[config.mk]
export PLATFORM = sky130hd
export DESIGN_NAME = mux_stream_nto1
export DESIGN_NICKNAME = d
export VERILOG_FILES = /design/src/rtl/mux_stream_nto1_pkg.sv /design/src/rtl/mux_stream_nto1_rr_arbiter.sv /design/src/rtl/mux_stream_nto1.sv
export SDC_FILE = /design/constraint.sdc
export NUM_CORES = 1
export LEC_CHECK = 0
export CORE_UTILIZATION = 41
export CTS_BUF_LIST = sky130_fd_sc_hd__clkbuf_4 sky130_fd_sc_hd__clkbuf_8
export DETAILED_ROUTE_END_ITERATION = 8
export GPL_TIMING_DRIVEN = 0
export PLACE_DENSITY = 0.85
export SETUP_SLACK_MARGIN = 0.5
export SYNTH_ARGS = -nofsm -noshare
export SYNTH_HDL_FRONTEND = slang
export SYNTH_SLANG_ARGS = --single-unit
[constraint.sdc]
create_clock -name clk -period 1.8 [get_ports clk]
set_clock_uncertainty 0.05 [all_clocks]
set_input_delay 0.18 -clock clk [delete_from_list [all_inputs] [get_ports clk]]
set_output_delay 0.18 -clock clk [all_outputs]
set_load 0.02 [all_outputs]
[src/rtl/mux_stream_nto1_pkg.sv]
// mux_stream_nto1_pkg
// Shared definitions for the N-to-1 stream multiplexer slice.
//   clog2()      : width helper for select / channel tags, never below 1.
//   MODE_FIXED   : mode encoding for externally driven select.
//   MODE_RR      : mode encoding for internal round-robin arbitration.
//   out_state_t  : EMPTY/FULL state of the one-entry output stage.
package mux_stream_nto1_pkg;

  localparam logic MODE_FIXED = 1'b0;
  localparam logic MODE_RR    = 1'b1;

  typedef enum logic {
    ST_EMPTY = 1'b0,
    ST_FULL  = 1'b1
  } out_state_t;

  // Width of an index able to address n items; a single channel still
  // gets a 1-bit tag so that ports never collapse to zero width.
  function automatic int clog2(input int n);
    int r;
    r = 0;
    for (int v = n - 1; v > 0; v = v >> 1) begin
      r = r + 1;
    end
    if (r < 1) begin
      r = 1;
    end
    return r;
  endfunction

endpackage

[src/rtl/mux_stream_nto1_rr_arbiter.sv]
// rr_arbiter
// Round-robin arbiter: holds the rotating priority pointer and finds the
// first requesting channel at or above it, wrapping from N-1 to 0.
//   clk, rst_n  : clock, asynchronous active-low reset
//   req         : per-channel request (in_valid of the producers)
//   advance     : move the pointer past the current grant this cycle
//   grant       : index of the granted channel
//   grant_valid : at least one request is present
module rr_arbiter
  import mux_stream_nto1_pkg::*;
#(
  parameter  int N    = 4,
  localparam int SELW = clog2(N)
) (
  input  logic            clk,
  input  logic            rst_n,
  input  logic [N-1:0]    req,
  input  logic            advance,
  output logic [SELW-1:0] grant,
  output logic            grant_valid
);

  logic [SELW-1:0] rr_ptr;

  // Scan offsets from highest to lowest so the smallest offset from the
  // pointer is the one left standing, giving the first requester at or
  // after rr_ptr without needing an early exit from the loop.
  always_comb begin
    grant       = '0;
    grant_valid = 1'b0;
    for (int off = N - 1; off >= 0; off--) begin
      if (req[(int'(rr_ptr) + off) % N]) begin
        grant       = SELW'((int'(rr_ptr) + off) % N);
        grant_valid = 1'b1;
      end
    end
  end

  // The pointer moves to the channel after the one just served, so that
  // channel has the lowest priority on the next search.
  always_ff @(posedge clk or negedge rst_n) begin
    if (!rst_n) begin
      rr_ptr <= '0;
    end else if (advance && grant_valid) begin
      rr_ptr <= (int'(grant) == N - 1) ? '0 : grant + 1'b1;
    end
  end

endmodule

[src/rtl/mux_stream_nto1.sv]
// mux_stream_nto1
// N-to-1 valid/ready stream multiplexer with a one-entry registered output.
// Channel choice comes from sel (fixed mode) or a round-robin arbiter.
//   clk, rst_n          : clock, asynchronous active-low reset
//   in_data  [N*W]      : channel i in bits [i*W +: W]
//   in_valid [N]        : per-channel valid
//   in_ready [N]        : per-channel ready (combinational)
//   mode                : MODE_FIXED or MODE_RR
//   sel      [SELW]     : channel used in fixed mode
//   out_data [W]        : registered data
//   out_valid           : registered valid
//   out_chan [SELW]     : registered source channel of out_data
//   out_ready           : downstream ready
module mux_stream_nto1
  import mux_stream_nto1_pkg::*;
#(
  parameter  int N    = 4,
  parameter  int W    = 8,
  localparam int SELW = clog2(N)
) (
  input  logic            clk,
  input  logic            rst_n,
  input  logic [N*W-1:0]  in_data,
  input  logic [N-1:0]    in_valid,
  output logic [N-1:0]    in_ready,
  input  logic            mode,
  input  logic [SELW-1:0] sel,
  output logic [W-1:0]    out_data,
  output logic            out_valid,
  output logic [SELW-1:0] out_chan,
  input  logic            out_ready
);

  out_state_t      state;
  logic [1:0]      rst_sync;
  logic            run;
  logic [SELW-1:0] rr_grant;
  logic            rr_grant_valid;
  logic [SELW-1:0] grant;
  logic            grant_valid;
  logic            can_load;
  logic            xfer;
  logic [W-1:0]    grant_data;

  // Reset assertion clears this pair immediately; release ripples through
  // two clock edges, so loading only resumes on a clean, clock-aligned
  // boundary and in_ready is forced low throughout reset.
  always_ff @(posedge clk or negedge rst_n) begin
    if (!rst_n) begin
      rst_sync <= 2'b00;
    end else begin
      rst_sync <= {rst_sync[0], 1'b1};
    end
  end

  assign run = rst_sync[1];

  rr_arbiter #(
    .N (N)
  ) u_rr_arbiter (
    .clk         (clk),
    .rst_n       (rst_n),
    .req         (in_valid),
    .advance     (xfer && (mode == MODE_RR)),
    .grant       (rr_grant),
    .grant_valid (rr_grant_valid)
  );

  // Fixed mode grants sel regardless of its valid bit; an out-of-range sel
  // (only possible when N is not a power of two) grants nothing.
  always_comb begin
    grant       = '0;
    grant_valid = 1'b0;
    if (mode == MODE_RR) begin
      grant       = rr_grant;
      grant_valid = rr_grant_valid;
    end else if (int'(sel) < N) begin
      grant       = sel;
      grant_valid = 1'b1;
    end
  end

  assign can_load   = run && ((state == ST_EMPTY) || out_ready);
  assign grant_data = in_data[int'(grant) * W +: W];
  assign xfer       = grant_valid && can_load && in_valid[grant];

  always_comb begin
    in_ready = '0;
    if (grant_valid && can_load) begin
      in_ready[grant] = 1'b1;
    end
  end

  // A load always wins over a drain: when both happen at the same edge the
  // entry is simply replaced and the stage stays FULL. A drain alone only
  // clears the state; data and channel tag are left untouched.
  always_ff @(posedge clk or negedge rst_n) begin
    if (!rst_n) begin
      state    <= ST_EMPTY;
      out_data <= '0;
      out_chan <= '0;
    end else if (xfer) begin
      state    <= ST_FULL;
      out_data <= grant_data;
      out_chan <= grant;
    end else if ((state == ST_FULL) && out_ready) begin
      state    <= ST_EMPTY;
    end
  end

  assign out_valid = (state == ST_FULL);

endmodule

## After elaboration in Yosys (flattened, before gate mapping)

Cells that the tools add are included.

| storage, ports and cells | value |
|---|---|
| bits in registers | 15 |
| input bits | 42 |
| output and inout bits | 15 |
| logic and storage cells | 62 |

| cells by class | value |
|---|---|
| add/subtract/negate cells | 4 |
| magnitude comparators | 6 |
| equality and inequality tests | 1 |
| shift-type cells | 1 |
| mux-type cells | 29 |
| bitwise gates (word level) | 4 |
| reductions and logical operators | 12 |

Operators with widths:

| operator | number |
|---|---|
| 32-bit by 6-bit variable part select with 8-bit output | 1 |
| 1-bit two-way mux | 16 |
| 3-bit by 4-bit < comparator with 1-bit output, second input constant | 3 |
| 2-bit two-way mux | 6 |
| 1-bit binary-select mux with 2-bit select | 5 |
| 1-bit logical AND | 7 |
| 2-bit by 3-bit < comparator with 1-bit output, second input constant | 2 |
| 2-bit OR reduction | 3 |
| 2-bit by 1-bit adder with 2-bit output, second input constant | 2 |
| 2-bit adder, second input constant | 2 |
| 4-bit two-way mux | 1 |
| 1-bit AND, first input constant | 3 |
| 1-bit demux with 2-bit select | 1 |
| 2-bit by 1-bit equality test with 1-bit output, second input constant | 1 |
| 2-bit by 1-bit >= comparator with 1-bit output, second input constant | 1 |
| 2-bit nonzero test | 1 |
| 1-bit logical OR | 1 |
| 1-bit NOT | 1 |

## Depth between registers and ports, before layout

| logic depth | value |
|---|---|
| word-level depth | 16 |
| gate-level depth with buffers | 8 |
| gate-level depth less buffers | 5 |

## Modules after synthesis

A second synthesis with hierarchy kept.

| unflattened totals | value |
|---|---|
| cells, all modules | 128 |
| area, all modules | 1,136.1 µm² |

By module, submodules not included:

| module | times used | cells an instance | area an instance (µm²) | seq. area each (µm²) |
|---|---|---|---|---|
| mux_stream_nto1 | 1 | 108 | 940.9 | 325.3 |
| rr_arbiter | 1 | 20 | 195.2 | 50.0 |

## Worst setup path after synthesis

OpenSTA, ideal clock, no wires.

| timing | value |
|---|---|
| path kind | flip-flop to output port |
| start point | register u_rr_arbiter.rr_ptr[1] |
| end point | output port in_ready[2] |
| arrival | 1.711 ns |
| data required time | 1.570 ns |
| slack | -0.141 ns |
| stages on the path, launching flop included | 6 |
| path buffers | 1 |
| path through | dfrtp_1 mux2i_1 a2bb2oi_4 a31o_1 buf_6 nor3b_1 |

| on the way | value |
|---|---|
| word-level cells in the longest chain between the ends | 14 |
| elaborated cells on any way between the ends | 31 |
| those cells by class | 3 x add/sub; 2 x order compare; 24 x mux; 2 x reduce/logical |

RTL lines:

| what | line | text |
|---|---|---|
| from (decl) | mux_stream_nto1_rr_arbiter.sv:23 | `logic [SELW-1:0] rr_ptr;` |
| from (signal assigned) | mux_stream_nto1_rr_arbiter.sv:45 | `rr_ptr <= (int'(grant) == N - 1) ? '0 : grant + 1'b1;` |
| 2-bit adder | mux_stream_nto1_rr_arbiter.sv:32, mux_stream_nto1_rr_arbiter.sv:33 |  |
| 1-bit binary-select mux with 2-bit select | mux_stream_nto1_rr_arbiter.sv:32 | `if (req[(int'(rr_ptr) + off) % N]) begin` |
| 1-bit two-way mux (implied by the code) (2 in series) | mux_stream_nto1_rr_arbiter.sv:32 |  |
| 2-bit two-way mux (4 in series) | mux_stream_nto1_rr_arbiter.sv:32 |  |
| 2-bit two-way mux | mux_stream_nto1.sv:74 | `if (mode == MODE_RR) begin` |
| 2-bit by 3-bit < comparator with 1-bit output (implied by the code) / 2-bit by 1-bit >= comparator with 1-bit output (equally long branches) | mux_stream_nto1.sv:90 | `in_ready[grant] = 1'b1;` |
| 1-bit logical AND (implied by the code) | mux_stream_nto1.sv:90 |  |
| 1-bit two-way mux (implied by the code) | mux_stream_nto1.sv:90 |  |
| 1-bit demux with 2-bit select | mux_stream_nto1.sv:90 |  |
| 4-bit two-way mux (*) | mux_stream_nto1.sv:89 | `if (grant_valid && can_load) begin` |
| to (decl) | mux_stream_nto1.sv:25 | `output logic [N-1:0] in_ready,` |

Every way passes the cells marked *; elsewhere a longest branch is shown, timed or not. The select of a mux whose other input is x is not followed.

## Final worst setup path

Ends and elaborated chain as after synthesis.

==> metrics.txt <==
initial antenna violation count=0; Placed Area=0.00215 mm²; IO Pins=57; GRT Util Overall=between 20% and 30%; share of post-route cells with drive strength above 1=a little under two fifths; upper clock frequency limit=476 MHz; main area contributors after synthesis=dfrtp_1 26%, a211oi_2 6.9%, mux2i_1 6.2%, a311oi_1 4.8%, and4b_1 4.1%; max_slew headroom=between 50% and 60%; placed cell count=about 270; first-pass GRT wire length=about 7300 µm; Max Fanout on Critical Path=6; Residual DRC=0; ANT cells=0; Hold Buf Count CTS=0; number of global-route vias before repair=about 1,600; drt total wl=~5400 µm; synthesized area per cell=8.80 µm²; power per cell area=about 850 mW/mm²; antenna viol nets, final=0; commonest cells in the netlist=16 x nand2_1, 15 x dfrtp_1, 11 x a21oi_1; I/O Buffers=54; drt pass-1 iters=4; Synth Warn #=0; Remaining Overflow, GRT=0; Worst Hold Class=in2async; failing checks=negative setup slack; root buf cell=clkbuf_4; clock latency on the worst-skew pair=approximately 300 ps; Worst EP arrival=roughly 1900 ps; clock-pin transition on the worst setup and hold timing paths=approximately 90 ps; share of flip-flops with an asynchronous set or reset=100%; CP Launch Point=u_rr_arbiter.rr_ptr[1]$_DFFE_PN0P_; Post-Layout Cell Count=290; dpl hpwl=slightly above 3000 µm; TritonCTS clock tree=built; Rows=21; synthesized area=0.00145 mm²; post-synth top area share=about a quarter; chip height=between 60 and 70 µm; Mapped Nets=roughly 210; status=finished, violations left; final hold vios=0; Yosys cell types=39; kind of end point of the critical path=output pin; Die Area=~0.0038 mm²; fin. max-slew vios=0; vias=between 1,500 and 2,000; gp weighted congestion=between 0.7 and 0.8; crit path launch type=register; Final period util=117%; CORE AREA=approximately 0.0034 mm²; leak pwr=around 1.1 nW; post-synthesis to final-layout area growth=73.2%; max_cap viols=0; clock sink count=15; Final Net Count=287; peak supply drop=roughly 360 µV; Iteration-0 DRC Markers=119; CP required=about 1600 ps; CTS Buf Count=3; RSZ-0062 raised after global routing=yes; Top FF cell, synth=dfrtp_1; H-tree Lvls=1; vias per cell=5.90; die width=about 60 µm; synthesis-stage register bit count=15; area leader, netlist=dfrtp_1; EDFF count, synth=0; worst r2r src=u_rr_arbiter.rr_ptr[0]$_DFFE_PN0P_; crit path kind=reg2out; fin area=around 0.0025 mm²; largest net degree at the start of global routing=16; final setup fails=13; sequential element share of the synthesized area=approximately a quarter; Cells after Synth=~170; Routed wire per std cell=18.7 µm; setup ws final=-300 ps; count leader, synth=nand2_1; Tmin final=around 2100 ps; clock buffer depth=2; worst slew pin tran=roughly 660 ps; Initial Util=43.2%
[path summary, 6_finish.rpt]
kind / to / slack (ps) / cells past startpoint
worst min-delay path: out_data[5]$_DFFE_PN0P_ / 230 / 1
max in group asynchronous: u_rr_arbiter.rr_ptr[1]$_DFFE_PN0P_ / 1010 / 1
min in group clk: rst_sync[1]$_DFF_PN0_ / 320 / 0
worst max register to register: out_data[1]$_DFFE_PN0P_ / -220 / 9
worst max-delay path: in_ready[2] / -300 / 6
worst min register to register: rst_sync[1]$_DFF_PN0_ / 320 / 0
[final cells by class]
class / instances / area, µm²
tap: 46 / 57.6
sequential: 15 / 379
fill: 261 / 850
clock buffer: 4 / 30.0
timing repair buffer: 75 / 732
buffer: 17 / 163
inverter: 9 / 33.8
multi-input combinational: 124 / 1120
[per-stage QoR]
stage / hold WS, ps / setup WS (ps) / utilization (%) / setup TNS, ps / power [mW]
after global routing: 287 / -344 / 74.7 / -3050 / 2.22
after CTS: 265 / -293 / 70.2 / -1610 / 1.90
after floorplan: -166 / 77.8 / - / 0 / 1.19
after detailed placement: 299 / -891 / 63.8 / -7160 / 1.59
final: 227 / -300 / 74.7 / -2310 / 2.13
after global placement: 285 / -887 / 63.8 / -6810 / 1.56
[logic make-up (layout without fill, tap and decap cells)]
group / Yosys count / in the layout / synth area share [%]
compound gates: 55 / 55 / 31.9
xor+xnor: 1 / 1 / 0.604
buf+inv: 26 / 105 / 10.4
flops: 15 / 15 / 25.9
mux: 11 / 11 / 8.53
other cells: 1 / 1 / 0.258
simple gates: 56 / 56 / 22.4
[critical path, cell delays in order, from the launching register on]
cell	delay (ps)
dfrtp_2	480
nand2b_4	170
a21o_1	180
a31o_1	250
buf_8	150
nor3b_4	200
buf_6	140
[flip-flops by register name, summed over array words and instances, names as in the netlist]
name / cells
rst_sync: 2
out_valid: 1
out_data: 8
u_rr_arbiter.rr_ptr: 2
out_chan: 2
[per-layer routing]
layer,track usage [%],vias up,share of wire (%),routed length [µm]
met4,9.21,0,2.9,155
met2,46.1,89,51,2790
met5,0,-,0,0
met1,33.5,814,40,2150
met3,2.52,15,6.1,332
li1,-,793,-,-
[power breakdown]
part / internal (mW) / switching, mW
Clock: 0.102 / 0.116
Sequential: 0.433 / 0.0790
Combinational: 0.717 / 0.684
Total: 1.25 / 0.879
[what timing repair did]
action,CTS,global route
gates resized for setup,76,17
endpoints found under the setup margin,28,17
buffers inserted,7,11
gates cloned,2,1
pin swaps,19,18
[cells in the final DEF (no fill, tap or decap), drive strengths merged, types with 6 or more instances in the layout]
| cell | count |
|---|---|
| nor2 | 8 |
| buf | 38 |
| inv | 9 |
| nand4 | 7 |
| clkdlybuf4s50 | 34 |
| and4b | 6 |
| clkbuf | 10 |
| a211oi | 8 |
| a311oi | 8 |
| mux2i | 9 |
| nand3b | 6 |
| a21oi | 12 |
| dlygate4sd2 | 11 |
| nand2 | 16 |
| o31ai | 8 |
| a31oi | 9 |
| dfrtp | 15 |
Note: power is estimated with default switching activity, not from simulation.
